### src/rtl/miss_fill_unit.sv
// Cache miss fill unit: fetches one block word-by-word from memory and hands it to the cache.
module miss_fill_unit #(
    parameter int unsigned sizeOfAddress   = 32,
    parameter int unsigned blockSize       = 8,
    parameter int unsigned bitsOfBlockSize = 3
) (
    input  logic                       clk,
    input  logic                       rst,
    input  logic                       miss_valid,
    input  logic [sizeOfAddress-1:0]   miss_addr,
    output logic                       miss_ready,
    output logic                       mem_req,
    output logic [sizeOfAddress-1:0]   mem_addr,
    input  logic                       mem_gnt,
    input  logic                       mem_rvalid,
    input  logic [31:0]                mem_rdata,
    output logic                       fill_valid,
    input  logic                       fill_ready,
    output logic [sizeOfAddress-1:0]   fill_addr,
    output logic [blockSize*8-1:0]     fill_data,
    output logic [15:0]                fill_count
);

    localparam int unsigned AW    = sizeOfAddress;
    localparam int unsigned DW    = blockSize * 8;
    localparam int unsigned WORDS = blockSize / 4;
    localparam int unsigned CNT_W = (WORDS > 1) ? $clog2(WORDS) : 1;
    localparam logic [AW-1:0] OFS_MASK = AW'((64'd1 << bitsOfBlockSize) - 64'd1);

    typedef enum logic [1:0] {IDLE, REQ, WAIT, DONE} state_t;

    state_t           state, state_d;
    logic [CNT_W-1:0] cnt, cnt_d;
    logic [AW-1:0]    base, base_d;
    logic [31:0]      buffer   [WORDS];
    logic [31:0]      buffer_d [WORDS];
    logic [AW-1:0]    fill_addr_d;
    logic [DW-1:0]    fill_data_d;
    logic [15:0]      fill_count_d;
    logic [AW-1:0]    mem_addr_d;
    logic             miss_ready_d;
    logic             mem_req_d;
    logic             fill_valid_d;

    // State register
    always_ff @(posedge clk) begin
        if (rst) begin
            state <= IDLE;
        end else begin
            state <= state_d;
        end
    end

    // Next state, datapath updates and next values of the registered outputs
    always_comb begin
        state_d      = state;
        cnt_d        = cnt;
        base_d       = base;
        buffer_d     = buffer;
        fill_addr_d  = fill_addr;
        fill_data_d  = fill_data;
        fill_count_d = fill_count;

        case (state)
            IDLE: begin
                if (miss_valid) begin
                    base_d  = miss_addr & ~OFS_MASK;
                    cnt_d   = '0;
                    state_d = REQ;
                end
            end
            REQ: begin
                if (mem_gnt) begin
                    state_d = WAIT;
                end
            end
            WAIT: begin
                if (mem_rvalid) begin
                    buffer_d[cnt] = mem_rdata;
                    if (cnt == CNT_W'(WORDS - 1)) begin
                        // Snapshot the block so fill outputs stay put during the next fetch
                        fill_addr_d = base;
                        for (int i = 0; i < int'(WORDS); i++) begin
                            fill_data_d[32*i +: 32] = buffer_d[i];
                        end
                        state_d = DONE;
                    end else begin
                        cnt_d   = cnt + CNT_W'(1);
                        state_d = REQ;
                    end
                end
            end
            DONE: begin
                if (fill_ready) begin
                    if (fill_count != 16'hFFFF) begin
                        fill_count_d = fill_count + 16'd1;
                    end
                    state_d = IDLE;
                end
            end
            default: state_d = IDLE;
        endcase

        miss_ready_d = (state_d == IDLE);
        mem_req_d    = (state_d == REQ);
        fill_valid_d = (state_d == DONE);
        mem_addr_d   = (base_d >> 2) + AW'(cnt_d);
    end

    // Datapath and output registers
    always_ff @(posedge clk) begin
        if (rst) begin
            cnt        <= '0;
            base       <= '0;
            fill_addr  <= '0;
            fill_data  <= '0;
            fill_count <= '0;
            mem_addr   <= '0;
            miss_ready <= 1'b1;
            mem_req    <= 1'b0;
            fill_valid <= 1'b0;
            for (int i = 0; i < int'(WORDS); i++) begin
                buffer[i] <= '0;
            end
        end else begin
            cnt        <= cnt_d;
            base       <= base_d;
            fill_addr  <= fill_addr_d;
            fill_data  <= fill_data_d;
            fill_count <= fill_count_d;
            mem_addr   <= mem_addr_d;
            miss_ready <= miss_ready_d;
            mem_req    <= mem_req_d;
            fill_valid <= fill_valid_d;
            for (int i = 0; i < int'(WORDS); i++) begin
                buffer[i] <= buffer_d[i];
            end
        end
    end

endmodule

### config.mk
export PLATFORM = sky130hd
export DESIGN_NAME = miss_fill_unit
export DESIGN_NICKNAME = d
export VERILOG_FILES = /design/src/rtl/miss_fill_unit.sv
export SDC_FILE = /design/constraint.sdc
export NUM_CORES = 1
export LEC_CHECK = 0
export CORE_MARGIN = 2
export CORE_UTILIZATION = 30
export CTS_CLUSTER_DIAMETER = 100
export CTS_CLUSTER_SIZE = 20
export DETAILED_ROUTE_END_ITERATION = 10
export GPL_TIMING_DRIVEN = 0
export SETUP_SLACK_MARGIN = 0.1
export SLEW_MARGIN = 40
export SYNTH_ARGS = -nofsm -noshare
export SYNTH_HDL_FRONTEND = slang
export SYNTH_SLANG_ARGS = --single-unit
### constraint.sdc
create_clock -name clk -period 5.5 [get_ports clk]
set_clock_uncertainty 0.2 [all_clocks]
set_input_delay 1.1 -clock clk [delete_from_list [all_inputs] [get_ports clk]]
set_output_delay 1.1 -clock clk [all_outputs]
set_load 0.03 [all_outputs]
==> impl_metrics.env <==
export IMPL_insertion_delay_ns=0.48
export IMPL_h_tree_depth=1
export IMPL_port_buffers=210
export IMPL_grt_overflow=0
export IMPL_grt_antenna_before_repair=0
export IMPL_dp_hpwl_um=20100
export IMPL_hold_class="flip-flop to flip-flop"
export IMPL_fmax_mhz=203
export IMPL_tightest_slew_ns=0.811
export IMPL_vias=7848
export IMPL_cts_root_buf="clkbuf_16"
export IMPL_cts_clk_slew_worst_paths_ns=0.08
export IMPL_grt_max_degree=21
export IMPL_min_period_ns=4.92
export IMPL_avgViaCountPerCell=4.84
export IMPL_cts_made_buffers=14
export IMPL_hold_viol=0
export IMPL_stdcell_area_sq_um=11300
export IMPL_finalPower_w=0.00295
export IMPL_ys_types=62
export IMPL_track_usage=0.180
export IMPL_routed_wl_met3_um=1560
export IMPL_synth_seq_cells=209
export IMPL_die_height_um=171
export IMPL_initial_core_util=0.303
export IMPL_setup_viol=0
export IMPL_ys_top_cells_by_count="nand2_1, dfxtp_1, a21oi_1, nor2_1, clkbuf_1"
export IMPL_end_kind="flip-flop"
export IMPL_synth_top_area_share=0.502
export IMPL_grt_pass1_vias=7469
export IMPL_drv_slew=0
export IMPL_ys_seq_area_frac=0.502
export IMPL_fin_crit_sh=0.895
export IMPL_syn_avg_cell_area_sq_um=8.22
export IMPL_clkSinkCount=209
export IMPL_coreArea_sq_um=27600
export IMPL_rr_startpoint="state[1]$_SDFF_PP0_"
export IMPL_tritoncts="done"
export IMPL_num_antenna_cells=0
export IMPL_drt_iter0_drc=622
export IMPL_drt_pass1_iter_count=5
export IMPL_critPathMaxFanout=10
export IMPL_synth_warnings=0
export IMPL_cts_max_path_buffers=3
export IMPL_p_leak_nw=3.72
export IMPL_synth_ff_type="dfxtp_1"
export IMPL_cts_resized=0
export IMPL_routed_wl_um=27100
export IMPL_status="finished clean"
export IMPL_cap_violations=0
export IMPL_num_fill_cells=2808
export IMPL_drc_errors=0
export IMPL_worstSetupStartpoint="miss_valid"
export IMPL_worstPathRequired_ns=5.67
export IMPL_synth_async_sr_flop_share=0
export IMPL_avgRoutedWirePerCell_um=16.7
export IMPL_synth_area_top_cells="dfxtp_1, nand2_1, a21oi_1"
export IMPL_postRouteAntennaNets=0
export IMPL_syn_inst=1015
export IMPL_tns_ns=0
export IMPL_wl_met2_um=12100
export IMPL_die_w_um=171
export IMPL_crit_type="input port to flip-flop"
export IMPL_power_density_nw_per_um2=260
export IMPL_rsz0062_at_grt="no"
export IMPL_drive_gt1_frac=0.0386
export IMPL_area_growth_pct=35.7
export IMPL_yosysMostFrequentCell="nand2_1"
export IMPL_grt_pass1_wl_um=41500
export IMPL_pre_cts_slack_ns=0.129
export IMPL_ctsHoldBuffers=0
export IMPL_syn_cell_area_sq_um=8340
export IMPL_dieArea_sq_um=29200
export IMPL_wl_met1_um=12900
export IMPL_maxSlewHeadroom=0.460
export IMPL_fin_nets=1317
export IMPL_highest_layer="met4"
export IMPL_cp_start_kind="input port"
export IMPL_vdd_ir_drop_max_v=0.000154
export IMPL_yosys_area_top_type="dfxtp_1"
export IMPL_place_area_sq_um=10900
export IMPL_gp_congestion=0.904
export IMPL_finalWorstSetupSlack_ns=0.575
export IMPL_synth_edf_count=0
export IMPL_rows=61
export IMPL_cts_setup_buffers=0
export IMPL_pin_count=217
export IMPL_hp_start="buffer[50]$_SDFFE_PP0P_"
export IMPL_arrival_ns=5.09
## layout by cell type (no fill, tap or decap), types with 3 or more instances in the layout
cell type,count
nand2_1,280
clkdlybuf4s50_1,210
dfxtp_1,209
a21oi_1,138
nor2_1,69
clkbuf_1,51
mux2i_1,28
nand3_1,27
nor3_1,23
o21ai_0,16
clkbuf_16,15
nand4_1,13
nor2b_1,12
xnor2_1,12
nor4_1,11
xor2_1,10
inv_1,9
mux2_2,8
and3_1,7
buf_1,7
o211ai_1,6
buf_6,5
and2_1,5
buf_2,4
and4_1,4
o21a_1,4
o31a_1,4
ha_1,4
or2_2,3
o21ai_1,3
o221ai_1,3
buf_4,3
conb_1,3
## path summary, 6_finish.rpt
check | to | slack [ns] | cells after the start
min | fill_data[18]$_SDFFE_PP0P_ | 0.25 | 2
min reg2reg | fill_data[18]$_SDFFE_PP0P_ | 0.25 | 2
max | mem_addr[20]$_SDFF_PP0_ | 0.58 | 13
max reg2reg | mem_addr[20]$_SDFF_PP0_ | 1.40 | 12
## area by class of cell
cell class | count | area, sq um | area share
inverters | 9 | 33.8 | 0.00299
multi-input cells | 730 | 3820 | 0.337
clock inverters | 2 | 13.8 | 0.00122
well taps | 378 | 473 | 0.0418
repair buffers | 210 | 2100 | 0.186
flip-flops and latches | 209 | 4180 | 0.370
clock buffers | 16 | 379 | 0.0335
plain buffers | 69 | 313 | 0.0276
## power breakdown
part / internal, W / total [W] / switching, W
clock: 0.000494 / 0.00103 / 0.000537
sequential: 0.00155 / 0.00158 / 0.0000278
combinational: 0.000141 / 0.000336 / 0.000195
total: 0.00219 / 0.00295 / 0.000760
## kinds of logic after synthesis
family                     share of synthesized area
AOI/OAI and AO/OA                              0.129
and+or+nand+nor                                0.251
adders and majority gates                    0.00600
buffers and inverters                         0.0415
other                                       0.000450
muxes                                         0.0471
xor gates and xnor gates                      0.0231
DFF                                            0.502
## stage by stage
step	utilization	std cells	hold slack, ns
floorplan	-	1017	0.227
global placement	0.396	1605	0.237
detailed placement	0.396	1605	0.244
CTS	0.411	1623	0.253
global route	0.411	1623	0.269
finish	0.411	1623	0.254
## state kept, by name, indices dropped and copies added, names as in the netlist
signal      count
fill_valid      1
fill_count     16
base           30
mem_req         1
fill_addr      30
miss_ready      1
state           2
buffer         32
cnt             1
fill_data      64
mem_addr       31
## worst max-delay path, stage by stage
cell	delay (ns)
clkdlybuf4s50_1	0.49
or3b_4	0.33
buf_6	0.17
clkbuf_1	0.46
clkbuf_1	0.48
and2_1	0.23
ha_1	0.39
ha_1	0.22
inv_1	0.07
a21o_1	0.21
buf_2	0.22
nor4_2	0.34
mux2_2	0.38
## routing by layer
metal	GRT usage	up-vias
li1	-	3863
met1	0.252	3695
met2	0.286	250
met3	0.0303	40
met4	0.0513	0
met5	0	-
(Power assumes the default switching activity.)
